$ cat src/rtl/seq_recurrence_gen.sv
// Second-order integer sequence generator x[n+2] = p*x[n] + q*x[n+1] (Fibonacci/Pell/Jacobsthal),
// streaming one term per accepted handshake with per-term and sticky wrap-around flags.
module seq_recurrence_gen #(
    parameter int WIDTH = 32,
    parameter int CNT_W = 8
) (
    input  logic             clk,
    input  logic             reset,
    input  logic             start,
    input  logic [1:0]       mode,
    input  logic [WIDTH-1:0] seed0,
    input  logic [WIDTH-1:0] seed1,
    input  logic [CNT_W-1:0] num_terms,
    output logic [WIDTH-1:0] out_data,
    output logic             out_valid,
    input  logic             out_ready,
    output logic             out_last,
    output logic             out_ovf,
    output logic             busy,
    output logic             done,
    output logic             overflow
);

    typedef enum logic [1:0] {
        ST_IDLE = 2'd0,
        ST_RUN  = 2'd1,
        ST_DONE = 2'd2
    } state_t;

    state_t             state_reg, state_next;
    logic [WIDTH-1:0]   a_reg, b_reg;
    logic               a_wr_reg, b_wr_reg;
    logic [CNT_W-1:0]   remaining_reg;
    logic [1:0]         mode_reg;
    logic               overflow_reg;

    logic               start_acc;
    logic               is_last;
    logic               handshake;
    logic [WIDTH+1:0]   a_ext, b_ext;
    logic [WIDTH+1:0]   next_full;
    logic [WIDTH-1:0]   next_val;
    logic               next_wr;

    assign start_acc = start && (state_reg != ST_RUN);
    assign is_last   = (remaining_reg == CNT_W'(1));
    assign handshake = (state_reg == ST_RUN) && out_ready;

    // Two guard bits are enough: the largest sum is 3*(2^WIDTH-1).
    assign a_ext = {2'b00, a_reg};
    assign b_ext = {2'b00, b_reg};

    always_comb begin
        next_full = a_ext + b_ext;
        case (mode_reg)
            2'b01:   next_full = a_ext + (b_ext << 1);
            2'b10:   next_full = (a_ext << 1) + b_ext;
            default: next_full = a_ext + b_ext;
        endcase
    end

    // Once any operand has wrapped, every later term is wrong too, so the flag propagates.
    assign next_val = next_full[WIDTH-1:0];
    assign next_wr  = (next_full[WIDTH+1:WIDTH] != 2'b00) | a_wr_reg | b_wr_reg;

    always_ff @(posedge clk or posedge reset) begin
        if (reset) begin
            state_reg <= ST_IDLE;
        end else begin
            state_reg <= state_next;
        end
    end

    always_comb begin
        state_next = state_reg;
        case (state_reg)
            ST_IDLE, ST_DONE: begin
                if (start) begin
                    state_next = (num_terms != '0) ? ST_RUN : ST_DONE;
                end
            end
            ST_RUN: begin
                if (handshake && is_last) begin
                    state_next = ST_DONE;
                end
            end
            default: state_next = ST_IDLE;
        endcase
    end

    always_ff @(posedge clk or posedge reset) begin
        if (reset) begin
            a_reg         <= '0;
            b_reg         <= '0;
            a_wr_reg      <= 1'b0;
            b_wr_reg      <= 1'b0;
            remaining_reg <= '0;
            mode_reg      <= 2'b00;
            overflow_reg  <= 1'b0;
        end else if (start_acc) begin
            a_reg         <= seed0;
            b_reg         <= seed1;
            a_wr_reg      <= 1'b0;
            b_wr_reg      <= 1'b0;
            remaining_reg <= num_terms;
            mode_reg      <= mode;
            overflow_reg  <= 1'b0;
        end else if (handshake) begin
            a_reg         <= b_reg;
            b_reg         <= next_val;
            a_wr_reg      <= b_wr_reg;
            b_wr_reg      <= next_wr;
            remaining_reg <= remaining_reg - CNT_W'(1);
            overflow_reg  <= overflow_reg | a_wr_reg;
        end
    end

    // Outputs are pure decodes of registered state, so they hold while stalled.
    always_comb begin
        out_valid = 1'b0;
        out_data  = '0;
        out_ovf   = 1'b0;
        out_last  = 1'b0;
        busy      = 1'b0;
        done      = 1'b0;
        case (state_reg)
            ST_RUN: begin
                out_valid = 1'b1;
                out_data  = a_reg;
                out_ovf   = a_wr_reg;
                out_last  = is_last;
                busy      = 1'b1;
            end
            ST_DONE: done = 1'b1;
            default: ;
        endcase
    end

    assign overflow = overflow_reg;

endmodule
$ cat config.mk
export PLATFORM = sky130hd
export DESIGN_NAME = seq_recurrence_gen
export DESIGN_NICKNAME = d
export VERILOG_FILES = /design/src/rtl/seq_recurrence_gen.sv
export SDC_FILE = /design/constraint.sdc
export NUM_CORES = 1
export LEC_CHECK = 0
export BUFFER_PORTS_ARGS = -buffer_cell sky130_fd_sc_hd__clkbuf_2
export CAP_MARGIN = 20
export CORE_ASPECT_RATIO = 0.9
export CORE_MARGIN = 1
export CORE_UTILIZATION = 60
export CTS_BUF_LIST = sky130_fd_sc_hd__clkbuf_8
export DETAILED_ROUTE_END_ITERATION = 6
export GPL_TIMING_DRIVEN = 0
export HOLD_SLACK_MARGIN = 0.06
export PLACE_DENSITY = 0.82
export SYNTH_ARGS = -nofsm -noshare
export SYNTH_HDL_FRONTEND = slang
export SYNTH_SLANG_ARGS = --single-unit
$ cat constraint.sdc
create_clock -name clk -period 4.17 [get_ports clk]
set_clock_uncertainty 0.15 [all_clocks]
set_input_delay 0.417 -clock clk [delete_from_list [all_inputs] [get_ports clk]]
set_output_delay 0.417 -clock clk [all_outputs]
set_load 0.02 [all_outputs]
==> Word level (Yosys, flattened, before mapping) <==
Index checks and enable logic that the tools add are counted.
{ "totals": {"regBits": 79, "latchBits": 0, "mem_bits_rw": 0, "rom_bits": 0, "in_bits": 78, "output_inout_bits": 38, "wordCells": 54, "memories": 0} }
{ "op_classes": {"add_sub_neg": 4, "n_mul": 0, "n_div": 0, "n_lt_le_gt_ge": 0, "n_eq_ne": 8, "n_shift": 0, "muxes": 22, "n_bitwise": 3, "n_reduce_logical": 9} }
{ "op_table": {"columns": ["cell", "count"], "rows": [
  ["32-bit two-way mux", 5],
  ["34-bit one-hot mux with 2 select lines", 1],
  ["32-bit by 33-bit adder with 34-bit output", 1],
  ["33-bit by 32-bit adder with 34-bit output", 1],
  ["32-bit by 32-bit adder with 33-bit output", 1],
  ["8-bit two-way mux", 2],
  ["1-bit two-way mux", 10],
  ["8-bit by 1-bit equality test with 1-bit output, second input constant", 1],
  ["8-bit nonzero test", 1],
  ["8-bit by 1-bit subtractor with 8-bit output, second input constant", 1],
  ["2-bit two-way mux", 3],
  ["2-bit by 1-bit equality test with 1-bit output, second input constant", 2],
  ["2-bit equality test, second input constant", 2],
  ["2-bit by 1-bit inequality test with 1-bit output, second input constant", 2],
  ["2-bit one-hot mux with 2 select lines", 1],
  ["2-bit nonzero test", 2],
  ["1-bit logical AND", 3],
  ["1-bit OR", 3],
  ["2-bit zero test", 1],
  ["2-bit inequality test, second input constant", 1],
  ["2-bit AND reduction", 1],
  ["2-bit OR reduction", 1]
]} }

==> Longest topological paths before layout <==
Gate-level depths: netlist of the first run.
{ "logic_depth": {"ltp_word": 7, "mapped_depth": 11, "mapped_depth_nobuf": 11} }

==> Worst setup path after synthesis of the first run <==
No wires, ideal clock.
{ "synth_path": {"path_type": "register to register", "start": "register b_reg[1]", "end": "register b_reg[31]", "setup_ns": 0.130, "arrival_ns": 3.023, "required_ns": 3.890, "slack_ns": 0.867, "path_stages_with_launch": 12, "n_path_buf": 0, "synth_period_minus_slack_ns": 3.303, "cell_sequence": "dfrtp_1 > ha_1 > fa_1 > a21oi_1 > o211ai_1 > a211oi_1 > o32ai_2 > a2111oi_1 > nor3_2 > xnor2_1 > a2111oi_1 > o21ai_1"} }
{ "synth_between": {"elab_chain_cells": 4, "word_cells_on_any_way": 6, "classes_between": "3 x add/sub; 3 x mux"} }
{ "synth_lines": {"columns": ["element", "line_no", "text"], "rows": [
  ["start, declared", "31", "logic [WIDTH-1:0] a_reg, b_reg;"],
  ["start signal, assigned", "110", "b_reg <= next_val;"],
  ["33-bit by 32-bit adder with 34-bit output, or another cell as far along", "57", "2'b10: next_full = (a_ext << 1) + b_ext;"],
  ["34-bit one-hot mux with 2 select lines *", "55", "case (mode_reg)"],
  ["32-bit two-way mux *", "108", "end else if (handshake) begin"],
  ["32-bit two-way mux *", "100", "end else if (start_acc) begin"]
]} }
Every way passes the cells marked *; elsewhere a longest branch is shown, timed or not. The select of a mux whose other input is x is not followed.
A chain may end at the register's enable or synchronous reset.

==> Worst setup path in the final report of the first run <==
{ "layout_path": {"start": "register b_reg[5]", "end": "register b_reg[30]"} }
The elaborated chain is that of the path after synthesis.

==> results of run 1 <==
## how the worst min path moves through the flow
stage | startpoint | to | slack [ps] | cells past startpoint
final | seed1[1] | b_reg[1] | 80 | 3
after global routing | seed1[1] | b_reg[1] | 110 | 3
after CTS | seed1[1] | b_reg[1] | 70 | 3
after detailed placement | reset | overflow | 330 | 2
after global placement | overflow | overflow | 350 | 1
after floorplan | state_reg[0] | state_reg[0] | 350 | 1
## what timing repair did
action,in CTS,in global routing
endpoints found under the setup margin,0,4
hold buffers,1,0
endpoints found under the hold margin,35,0
resized for setup,0,2
## through the flow
| step | instances | instance area, µm² | hold WS, ps | util [%] | setup WS [ps] |
|---|---|---|---|---|---|
| finish | 1496 | 10170 | 81.06 | 68.84 | 101.5 |
| global route | 1496 | 10170 | 108.6 | 68.84 | 23.05 |
| CTS | 1496 | 10160 | 70.23 | 68.78 | 84.66 |
| detailed placement | 1479 | 9971 | 329.1 | 67.52 | 110.1 |
| global placement | 1478 | 9941 | 349.8 | 67.32 | 119.7 |
| floorplan | 1165 | 9117 | 345.5 | - | 866.8 |
## Yosys cell counts, types with 3 or more instances
| library cell | n | area [µm²] |
|---|---|---|
| o21bai_1 | 20 | 150.1 |
| nor4_1 | 5 | 31.28 |
| a21oi_1 | 108 | 540.5 |
| ha_1 | 98 | 1226 |
| clkbuf_1 | 52 | 195.2 |
| o22ai_1 | 7 | 43.79 |
| and3_1 | 10 | 62.56 |
| a211oi_1 | 23 | 172.7 |
| nand3_1 | 24 | 120.1 |
| buf_1 | 3 | 11.26 |
| o311ai_0 | 5 | 43.79 |
| or2_2 | 4 | 25.02 |
| a22oi_1 | 41 | 307.8 |
| and2_1 | 42 | 262.8 |
| inv_1 | 24 | 90.09 |
| o21ai_0 | 58 | 290.3 |
| a2111oi_0 | 4 | 35.03 |
| and4_1 | 4 | 35.03 |
| nor2_1 | 72 | 270.3 |
| a31oi_1 | 13 | 81.33 |
| a22o_1 | 4 | 35.03 |
| o21ai_1 | 3 | 15.01 |
| nand2b_1 | 10 | 62.56 |
| nor2b_1 | 7 | 43.79 |
| a221o_1 | 14 | 140.1 |
| or3_1 | 4 | 25.02 |
| nand2_1 | 158 | 593.1 |
| dfrtp_1 | 79 | 1977 |
| a21o_1 | 47 | 352.8 |
| xnor2_1 | 43 | 376.6 |
| o211ai_1 | 13 | 97.59 |
| o31ai_1 | 7 | 52.55 |
| mux2i_1 | 9 | 90.09 |
| nor3b_1 | 3 | 22.52 |
| nand4_1 | 9 | 56.30 |
| xor2_1 | 33 | 289.0 |
| a211o_1 | 6 | 52.55 |
| a41oi_1 | 5 | 43.79 |
| fa_1 | 3 | 60.06 |
| o21a_1 | 11 | 82.58 |
| nor3_1 | 17 | 85.08 |
| a221oi_1 | 23 | 201.4 |
## area by class of cell
cell class / count / area, µm² / share of cell area, %
sequential: 79 / 1977 / 19.45
clock buffer: 10 / 137.6 / 1.354
tap: 198 / 247.7 / 2.437
timing repair buffer: 117 / 613.1 / 6.031
buffer: 57 / 219.0 / 2.154
multi-input combinational: 1005 / 6842 / 67.30
inverter: 24 / 92.59 / 0.9108
clock inverter: 6 / 37.54 / 0.3692
## kinds of logic after synthesis
family	Yosys count	synth area share, %
fa+ha+maj	101	14.11
flops	79	21.68
buf+inv	81	3.390
xor+xnor	76	7.301
compound gates	434	32.51
simple gates	384	19.90
mux	10	1.112
## worst max-delay path: stages, from the launching register on
cell and delay [ps]:
dfrtp_1 470, ha_1 380, nand2_1 100, or3b_1 380, a21boi_1 390, a31oi_1 220
o21ai_0 490, o21ai_0 250, nor3_1 580, mux2_2 410, a2bb2oi_1 160
## layer usage
metal  GRT usage (%)  share of wire, %
met2           63.59                42
met1           57.44                43
met4           16.86               3.5
met5               0                 0
met3           10.26                12
==> results_dict.tcl, run 1 <==
set metrics [dict create \
    floorplan.die.width_um 131.9 \
    mostFrequentLayoutCell "nand2_1" \
    insertedDiodeCount 0 \
    buffer_ports.inserted 115 \
    drt_pass1_iterations 5 \
    most_used_dff_post_synth "dfrtp_1" \
    register_to_register_path_setup_slack_ps 100 \
    ys_seq_elements 79 \
    die_area_mm2 0.01569 \
    syn-num-nets 1344 \
    postSynth.asyncResetShare_pct 100.0 \
    critPathCaptureType "register" \
    path_clk_slew_ps 90 \
    min-delay-path-class "input port to register" \
    std_cell_rows 42 \
    io_pins 116 \
    syn-cell-area_mm2 0.009117 \
    timing.critical_path.from_type "register" \
    timing_worst_setup_path_type "register to register" \
    syn_to_final_growth_pct 11.50 \
    tritoncts "done" \
    timing_hold_violations_final 0 \
    status "finished, final reports clean" \
    fp.dieH_um 118.9 \
    critical_path_required_ps 4320 \
    dp.final_hpwl_um 24790 \
    routabilityCongestion 1.048 \
    post-route-drc-count 0 \
    number_of_warnings_issued_by_yosys 0 \
    cts_made_buffers 9 \
    insertion_delay_ps 400 \
    crit_start "b_reg[5]" \
    fillCellCount 1278 \
    critical_path_peak_fanout 5 \
    slew_of_the_pin_with_the_lowest_slew_margin_ps 1034 \
    clock_sink_count 79 \
    part_of_the_yosys_area_used_for_sequential_elements_pct 21.68 \
    layout_common_cells "158 x nand2_1, 116 x clkbuf_2, 108 x a21oi_1, 98 x ha_1, 79 x dfrtp_1" \
    maxSlewHeadroom_pct 31.04 \
    detailedRoute.firstIterationViolations 1074 \
    grt_start_max_net_pins 45 \
    root_buffer "clkbuf_8" \
    ant_nets 0 \
    cap_viol_max_count 0 \
    grt_first_pass_wirelength_um 50930 \
    endpoint "b_reg[30]" \
    r2r.worst_path.cells 10 \
    gr-total-overflow 0 \
    synth_edf_count 0 \
    core_region_area_mm2 0.01477 \
    synthesis.instances 1165 \
    final_setup_violating_endpoints 0 \
    grt_pass1_vias 9257 \
    detail_route.vias_per_cell 6.682 \
    htree_levels 3 \
    crit_arrival_ps 4220 \
    final_layout_size_suffix_gt1_share_pct 11.63 \
    max_frequency_mhz 245.8 \
    vias 9996 \
    nNetsFinal 1472 \
    setup_repair_after_global_routing_missed_its_margin "false" \
    wl_um 32730 \
    grtUsageTotal_pct 42.07 \
    timing.final.crit_period_ps 4069 \
    r2r_start "b_reg[5]" \
    synth.distinct_cells 74 \
    avgSynthCellArea_um2 7.826 \
    min_period_over_period_pct 97.57 \
    post_cts.repair.setup_buffers 0 \
    grt_antenna_before_repair 0 \
    tns_ps 0 \
    worst_reg2reg_endpoint "b_reg[30]" \
    start_util_pct 61.74 \
    clock_tree.buffer_depth 2 \
    routed_wire_length_per_instance_um 21.88 \
    max_slew_violations 0 \
]
Power of run 1 is not shown: default switching activity piles up to over one toggle a cycle in this logic, so the estimate is an artifact.
==> run 2, diff against run 1 <==
--- a/config.mk
+++ b/config.mk
@@ -7,7 +7,7 @@
 export LEC_CHECK = 0
 export BUFFER_PORTS_ARGS = -buffer_cell sky130_fd_sc_hd__clkbuf_2
 export CAP_MARGIN = 20
-export CORE_ASPECT_RATIO = 0.9
+export CORE_ASPECT_RATIO = 0.7
 export CORE_MARGIN = 1
 export CORE_UTILIZATION = 60
 export CTS_BUF_LIST = sky130_fd_sc_hd__clkbuf_8
==> run 2 against run 1 <==
Effect of this change: clock-buffer cell count decreased by 1; critical path type unchanged; routed wire length is 3.0% lower; die area about the same.
==> results_dict.tcl, run 2 (synthesis gave the netlist of run 1 again) <==
set metrics [dict create \
    vias 10150 \
    grt_pass1_vias 9077 \
    io_pins 116 \
    critical_path_peak_fanout 7 \
    setup_repair_after_global_routing_missed_its_margin "false" \
    root_buffer "clkbuf_8" \
    mostFrequentLayoutCell "nand2_1" \
    gr-total-overflow 0 \
    timing.critical_path.from_type "register" \
    start_util_pct 61.74 \
    crit_arrival_ps 4220 \
    wl_um 31750 \
    drt_pass1_iterations 7 \
    buffer_ports.inserted 115 \
    grt_antenna_before_repair 0 \
    routabilityCongestion 1.056 \
    min-delay-path-class "input port to register" \
    final_worst_setup_slack_ps 69.73 \
    cts_made_buffers 9 \
    multi_input_comb_area_mm2 0.006848 \
    fillCellCount 1239 \
    post-route-drc-count 0 \
    post_cts.repair.setup_buffers 0 \
    std_cell_rows 37 \
    cpMaxStageDelayCell "a2111oi_1" \
    fp.dieH_um 105.1 \
    dp.final_hpwl_um 24200 \
    r2r_start "b_reg[1]" \
    final_layout_size_suffix_gt1_share_pct 11.57 \
    core_region_area_mm2 0.01477 \
    path_common_cell "a2111oi_1" \
    max_slew_violations 0 \
    timing_hold_violations_final 0 \
    timing.final.crit_period_ps 4100 \
    detail_route.vias_per_cell 6.810 \
    cap_viol_max_count 0 \
    register_to_register_path_setup_slack_ps 70 \
    critical_path_required_ps 4290 \
    max_frequency_mhz 243.9 \
    finish.utilization_pct 69.35 \
    ant_nets 0 \
    clock_tree.buffer_depth 2 \
    clock_sink_count 79 \
    min_period_over_period_pct 98.33 \
    path_clk_slew_ps 100 \
    endpoint "b_reg[31]" \
    timing_worst_setup_path_type "register to register" \
    grt_start_max_net_pins 44 \
    detailedRoute.firstIterationViolations 1640 \
    htree_levels 3 \
    slew_of_the_pin_with_the_lowest_slew_margin_ps 977.0 \
    detailedPlace.worstSlack_ps 8.051 \
    maxSlewHeadroom_pct 34.86 \
    final_setup_violating_endpoints 0 \
    nNetsFinal 1472 \
    insertedDiodeCount 0 \
    worst_reg2reg_endpoint "b_reg[31]" \
    tritoncts "done" \
    floorplan.die.width_um 149.3 \
    syn_to_final_growth_pct 12.32 \
    critPathCaptureType "register" \
    crit_start "b_reg[1]" \
    r2r.worst_path.cells 11 \
    grtUsageTotal_pct 40.85 \
    insertion_delay_ps 400 \
    seq_area_mm2 0.001977 \
    routed_wire_length_per_instance_um 21.29 \
    tns_ps 0 \
    status "finished, final reports clean" \
    grt_first_pass_wirelength_um 48940 \
    die_area_mm2 0.01570 \
    cells_along_the_critical_path "ha_1, fa_1, a21oi_1, o211ai_1, a211oi_2, o32ai_2, a2111oi_1, nor3_2, xnor2_1, a2111oi_1, o21ai_1" \
    layout_common_cells "158 x nand2_1, 116 x clkbuf_2, 108 x a21oi_1, 98 x ha_1, 79 x dfrtp_1" \
    slowest_delay_ps 640 \
]
==> run 2: cell types whose count changed in the layout (fill, tap and decap cells not counted), sizes merged <==
cell      before  now
clkbuf       178  177
bufinv         0    4
clkinv         3    0
clkinvlp       2    0
==> run 2: worst min-delay path by stage <==
stage | depth (start not counted) | start | to
CTS | 3 | mode[1] | mode_reg[1]
global route | 3 | mode[1] | mode_reg[1]
floorplan | 1 | state_reg[0] | state_reg[0]
finish | 3 | seed0[28] | a_reg[28]
global placement | 1 | overflow | overflow
detailed placement | 2 | reset | a_reg[29]
==> run 2: layout make-up <==
class / count / share of cell area, %
clock buffer: 9 / 1.210
multi-input combinational: 1005 / 66.87
timing repair buffer: 117 / 5.987
clock inverter: 5 / 1.210
inverter: 24 / 0.9041
buffer: 57 / 2.138
sequential: 79 / 19.30
tap: 195 / 2.382
==> run 2: worst max-delay path: cells and delay by family, from the launching register on <==
kind	cells	cell delay, ps
AOI/OAI and AO/OA	7	2360
DFF	1	490
xor gates and xnor gates	1	160
adders and majority gates	2	680
and+or+nand+nor	1	130
==> run 2: per-layer routing <==
layer  track usage (%)  vias up  part of all wire [%]
li1                  -     4617                     -
met1             60.61     4681                    43
met4             13.63        2                   2.5
met3             14.02       76                    16
met2             53.69      777                    39
met5                 0        -                 0.091
==> run 2: stage by stage <==
step,hold slack [ps],area (µm²),cells
finish,85.15,10240,1491
floorplan,345.5,9117,1165
CTS,81.59,10230,1491
global route,88.60,10240,1491
detailed placement,324.6,9967,1476
global placement,345.0,9937,1475
==> run 2: timing repair <==
| action | in CTS | in global routing |
|---|---|---|
| setup endpoints to repair | 1 | 8 |
| hold buffers | 1 | 0 |
| gates resized for setup | 1 | 3 |
| endpoints found under the hold margin | 36 | 0 |
Power of run 2 is left out for the same reason.
